--- src/rtl/sa_stream_fifo.sv ---
// Circular-buffer operand FIFO for one systolic-array lane: registered pop output,
// occupancy-decoded status flags and sticky overflow/underflow error flags.
module sa_stream_fifo #(
  parameter int WIDTH = 32,
  parameter int DEPTH = 16,
  parameter int AF_TH = 12,
  parameter int AE_TH = 4
) (
  input  logic                       CLK,
  input  logic                       RST_N,
  input  logic                       FLUSH,
  input  logic                       WRITE,
  input  logic [WIDTH-1:0]           DATA_IN,
  input  logic                       READ,
  output logic [WIDTH-1:0]           DATA_OUT,
  output logic                       OUT_VALID,
  output logic [$clog2(DEPTH+1)-1:0] COUNT,
  output logic                       FULL,
  output logic                       EMPTY,
  output logic                       ALMOST_FULL,
  output logic                       ALMOST_EMPTY,
  output logic                       OVERFLOW,
  output logic                       UNDERFLOW,
  input  logic                       CLR_ERR
);

  localparam int CW = $clog2(DEPTH + 1);
  localparam int PW = $clog2(DEPTH);

  logic [WIDTH-1:0] mem [DEPTH];
  logic [PW-1:0]    wr_ptr, rd_ptr;
  logic [CW-1:0]    count;
  logic             pop_ok, push_ok, ovf_evt, udf_evt;

  // Explicit wrap so non-power-of-two depths work.
  function automatic logic [PW-1:0] ptr_next(input logic [PW-1:0] p);
    return (p == PW'(DEPTH - 1)) ? '0 : p + PW'(1);
  endfunction

  always_comb begin
    pop_ok  = READ && (count != '0);
    push_ok = WRITE && ((count != CW'(DEPTH)) || pop_ok);
    ovf_evt = !FLUSH && WRITE && !push_ok;
    udf_evt = !FLUSH && READ && (count == '0);
  end

  always_ff @(posedge CLK) begin
    if (!FLUSH && push_ok)
      mem[wr_ptr] <= DATA_IN;
  end

  always_ff @(posedge CLK or negedge RST_N) begin
    if (!RST_N) begin
      wr_ptr    <= '0;
      rd_ptr    <= '0;
      count     <= '0;
      DATA_OUT  <= '0;
      OUT_VALID <= 1'b0;
    end else if (FLUSH) begin
      wr_ptr    <= '0;
      rd_ptr    <= '0;
      count     <= '0;
      DATA_OUT  <= '0;
      OUT_VALID <= 1'b0;
    end else begin
      OUT_VALID <= pop_ok;
      if (pop_ok) begin
        DATA_OUT <= mem[rd_ptr];
        rd_ptr   <= ptr_next(rd_ptr);
      end
      if (push_ok)
        wr_ptr <= ptr_next(wr_ptr);
      if (push_ok && !pop_ok)
        count <= count + CW'(1);
      else if (pop_ok && !push_ok)
        count <= count - CW'(1);
    end
  end

  // A new error event in the same cycle as CLR_ERR keeps its flag set.
  always_ff @(posedge CLK or negedge RST_N) begin
    if (!RST_N) begin
      OVERFLOW  <= 1'b0;
      UNDERFLOW <= 1'b0;
    end else begin
      OVERFLOW  <= ovf_evt || (OVERFLOW && !CLR_ERR);
      UNDERFLOW <= udf_evt || (UNDERFLOW && !CLR_ERR);
    end
  end

  always_comb begin
    COUNT        = count;
    FULL         = (count == CW'(DEPTH));
    EMPTY        = (count == '0);
    ALMOST_FULL  = (count >= CW'(AF_TH));
    ALMOST_EMPTY = (count <= CW'(AE_TH));
  end

endmodule

--- config.mk ---
export PLATFORM = sky130hd
export DESIGN_NAME = sa_stream_fifo
export DESIGN_NICKNAME = d
export VERILOG_FILES = /design/src/rtl/sa_stream_fifo.sv
export SDC_FILE = /design/constraint.sdc
export NUM_CORES = 1
export LEC_CHECK = 0
export BUFFER_PORTS_ARGS = -buffer_cell sky130_fd_sc_hd__buf_4
export CAP_MARGIN = 20
export CORE_ASPECT_RATIO = 0.9
export CORE_MARGIN = 4
export CORE_UTILIZATION = 40
export DETAILED_ROUTE_END_ITERATION = 6
export PLACE_DENSITY = 0.54
export SLEW_MARGIN = 20
export SYNTH_ARGS = -nofsm -noshare
export SYNTH_HDL_FRONTEND = slang
export SYNTH_SLANG_ARGS = --single-unit
--- constraint.sdc ---
create_clock -name CLK -period 4.4 [get_ports CLK]
set_input_delay 0.66 -clock CLK [delete_from_list [all_inputs] [get_ports CLK]]
set_output_delay 0.66 -clock CLK [all_outputs]
set_load 0.03 [all_outputs]
# == Yosys cells after proc, flatten, opt, wreduce, memory -nomap -nowiden ==
# Memories as Yosys holds them, arrays and structs flattened.
# Cells that the tools add are included.
# word_totals
reg_bits,48
ram_bits,512
elab_cells,55
mem_count,1
# op_classes
n_addsub,4
n_lt_le_gt_ge,2
n_eq_ne,4
n_mux,14
reduce_logical,23
# mem_list
memory,depth,word_bits,read_ports,rd_clocked_by_memory_dff,wr,line_no,rtl
mem,16,32,1,0,1,30,logic [WIDTH-1:0] mem [DEPTH];
# op_table
cell,n
2-to-1 mux 32 bit,2
2-to-1 mux 4 bit,6
2-to-1 mux 5 bit,3
logical AND 1 bit,11
"adder 4 x 1 -> 4 bit, second input constant",2
"equality test 4 bit, second input constant",2
"adder 5 x 1 -> 5 bit, second input constant",1
"equality test 5 bit, second input constant",1
"greater-or-equal comparator 5 x 4 -> 1 bit, second input constant",1
"<= comparator 5 x 3 -> 1 bit, second input constant",1
zero test 5 bit,1
"!= test 5 bit, second input constant",1
nonzero test 5 bit,1
"subtractor 5 x 1 -> 5 bit, second input constant",1
zero test 1 bit,4
nonzero test 2 bit,2
logical OR 1 bit,3
2-to-1 mux 1 bit,3
nonzero test 3 bit,1

# == Longest topological paths before layout ==
# depth
word_depth,9
mapped_depth,8
depth_no_buf,8

# == Least setup slack after synthesis ==
# Ideal clock, no wire load.
# synth_path
path_type,input port to flip-flop
start,input port WRITE
end,memory mem[3][0] (enable)
t_arrival_ns,3.625
required_time_ns,3.939
slack_ns,0.314
cell_stages,5
path_buffers,1
cell_sequence,clkbuf_1 -> nand2b_1 -> a31oi_1 -> nand2_1 -> nor3_1
# synth_between
elab_chain_cells,4
# synth_lines
item,line_no,rtl
start: declaration,12,"input logic WRITE,"
logical AND 1 bit,42,push_ok = WRITE && ((count != CW'(DEPTH)) || pop_ok);
logical AND 1 bit,48,if (!FLUSH && push_ok)
2-to-1 mux 1 bit,48,
2-to-1 mux 1 bit (not written as such),49,mem[wr_ptr] <= DATA_IN;
end: declaration,30,
# No other way between the ends.

# == Worst setup path in the final report ==
# layout_path
start,"register count[1], in the netlist COUNT[1]"
end,"register count[4], in the netlist COUNT[4]"
# layout_between
elab_chain_cells,7
# layout_lines
item,line_no,rtl
start: declaration,32,logic [CW-1:0] count;
start signal: assignment,74,count <= count + CW'(1);
start signal: assignment,76,count <= count - CW'(1);
branches (longest 7 deep; another with subtractor 5 x 1 -> 5 bit),--,
# Parallel ways; which one is timed is not known. The select of a mux whose other input is x is not followed.
# A chain may end at the register's enable or synchronous reset.

==> results.json <==
{
  "status": "finished clean",
  "worst_hold_slack_ns": 0.166,
  "path_class": "flop to flop",
  "grt_antenna_before_repair": 1,
  "maxCapViolations": 0,
  "cp-end-kind": "flop",
  "finalSetupViolations": 0,
  "vias_per_cell": 5.46,
  "die_w_microns": 253,
  "syn_nets": 1029,
  "synth_cells": 981,
  "grt_overflow": 0,
  "ant_nets": 0,
  "std_cell_rows": 80,
  "rsz0062_at_grt": "no",
  "synth-edff-count": 512,
  "grt_start_max_net_pins": 50,
  "diodes": 0,
  "synth_flop_cell": "edfxtp_1",
  "clock_skew_ns": 0.0140,
  "crit_slowest_cell": "dfrtp_1",
  "synth_most_common_cell": "edfxtp_1",
  "die-area_sq_um": 57800,
  "totalWireLength_mm": 47.4,
  "via_count": 10100,
  "syn_area_per_cell_sq_um": 22.0,
  "grt_pass1_vias": 10700,
  "yosys.area.top_type": "edfxtp_1",
  "die_h_microns": 228,
  "grt_usage": 0.166,
  "fmax_mhz": 354,
  "cp_top_family": "compound AO/OA/AOI/OAI gates",
  "cts_resized": 0,
  "netlist.area_leader.share": 0.712,
  "area_growth_pct": 16.7,
  "start_util": 0.406,
  "worstPathRequired_ns": 4.86,
  "gp_congestion": 0.722,
  "cp_num_buf_inv": 0,
  "fin_setup_tns_ns": 0,
  "h-tree-depth": 2,
  "fin_crit_sh": 0.642,
  "multi_input_area_sq_um": 4880,
  "cp_max_fo": 7,
  "yosys-top-cells-count": "512 x edfxtp_1, 128 x mux4_2, 52 x nor2_1",
  "synth.distinct_cells": 44,
  "worstPathCellList": "nor4_4, mux2i_1, nand2_1, fa_1, a21o_1, a2111o_1, o211ai_1, a31oi_1",
  "ys_ff_latch": 560,
  "nFillCells": 4409,
  "final_net_count": 1150,
  "num_io_pins": 82,
  "grt_pass1_wl_mm": 71.7,
  "cts_root_buf": "clkbuf_16",
  "coreArea_sq_um": 53300,
  "relSlewSlack": 0.319,
  "fin_crit_ns": 2.83,
  "worst_slew_pin_slew_ns": 1.02,
  "hp-class": "primary input to asynchronous set/reset pin",
  "clock-sinks": 560,
  "synth_area_sq_um": 21600,
  "clk_pin_slew_ns": 0.06,
  "ys_async_sr_fraction": 0.0857,
  "ys_seq_area_frac": 0.768,
  "portBuffers": 81,
  "peakVddDrop_uv": 317,
  "cts_tree": "built",
  "cts_setup_buffers": 0,
  "finalPower_uw": 12900,
  "yosysWarningCount": 0,
  "drc": 0,
  "cts_buffer_depth": 3,
  "hold_viol": 0,
  "firstDrtPassIters": 5,
  "wl_per_cell_microns": 25.7,
  "clock_insertion_delay_worst_skew_ns": 0.59,
  "dp.final_hpwl_mm": 27.0,
  "critPathArrivalTime_ns": 3.29,
  "p_leak_uw": 0.00814,
  "cts_hold_buf": 0,
  "max_stage_delay_ns": 0.49,
  "drtIter0Drc": 722,
  "final-seq-area_sq_um": 16600,
  "worst_setup_path_start_kind": "flop",
  "cts_made_buffers": 57,
  "power_density_nw_per_um2": 513,
  "drv_slew": 0,
  "yosys-top-cells-area": "edfxtp_1 71%, mux4_2 13%, dfrtp_1 5.6%",
  "final_layout_size_suffix_gt1_frac": 0.341
}
## state kept, by name (all words and copies together), names as in the netlist
signal and cells:
OUT_VALID 1, UNDERFLOW 1, wr_ptr 4, COUNT 5
rd_ptr 4, mem 512, OVERFLOW 1, DATA_OUT 32
## placed cells by master (no fill, tap or decap), types with 2 or more instances in the layout
master,n
edfxtp_1,512
mux4_2,128
buf_4,107
clkbuf_16,58
dfrtp_1,45
nor2_1,40
mux2i_1,35
a221o_1,33
mux2_2,32
clkinv_2,18
nor2_4,12
clkbuf_1,12
nand2_1,10
a21oi_1,10
ha_1,9
inv_1,7
clkbuf_8,7
buf_12,7
nand2b_1,6
bufinv_16,6
nor3_2,4
a21o_1,4
mux2_1,4
nand3_1,3
o21ai_1,3
dfrtp_4,3
a31oi_1,2
o32ai_1,2
o211ai_1,2
a311o_1,2
## report_power, final
group          switching (uW)  leakage, uW  internal (uW)
registers                 202      0.00525           5940
clock network            1980     0.000947           2880
logic                    1010      0.00194            917
## final cells by class
| cell class | instances | share of cell area |
|---|---|---|
| flip-flops and latches | 560 | 0.658 |
| inverters | 7 | 0.00104 |
| clock inverters | 28 | 0.0122 |
| repair buffers | 114 | 0.0374 |
| multi-input cells | 362 | 0.193 |
| clock buffers | 77 | 0.0632 |
| well taps | 697 | 0.0346 |
## kinds of logic after synthesis
logic type | synth area share
xor gates and xnor gates | 0.000811
muxes | 0.168
adders and majority gates | 0.00614
buffers and inverters | 0.0129
DFF | 0.768
AOI/OAI and AO/OA | 0.0254
and+or+nand+nor | 0.0188
## per-layer routing
layer  track usage  share of wire  vias up  wire [microns]
met5             0        0.00027        -              13
met4        0.0412          0.019        2             912
met3        0.0271          0.046       64            2190
met2         0.273           0.50      237           23600
met1         0.235           0.44     5404           20700
li1              -              -     4359               -
## stage by stage
step / util / worst slack [ns] / area, sq um / std cells
floorplan: - / 0.314 / 21600 / 981
global placement: 0.438 / 1.17 / 23300 / 1740
detailed placement: 0.438 / 1.17 / 23300 / 1740
CTS: 0.473 / 1.51 / 25200 / 1845
global route: 0.473 / 1.37 / 25200 / 1845
finish: 0.473 / 1.57 / 25200 / 1845
## final timing paths
path	startpoint	to	slack (ns)	cells past startpoint
hold reg to reg	DATA_OUT[23]$_DFFE_PN0P_	DATA_OUT[23]$_DFFE_PN0P_	0.52	1
hold / removal	RST_N	DATA_OUT[5]$_DFFE_PN0P_	0.17	1
setup / recovery	COUNT[1]$_DFFE_PN0P_	COUNT[4]$_DFFE_PN0P_	1.57	8
max in group asynchronous	RST_N	rd_ptr[2]$_DFFE_PN0P_	3.58	1
min in group CLK	CLR_ERR	UNDERFLOW$_DFF_PN0_	0.27	2
setup reg to reg	COUNT[1]$_DFFE_PN0P_	COUNT[4]$_DFFE_PN0P_	1.57	8
No activity file was read; power rests on OpenSTA's default activity.
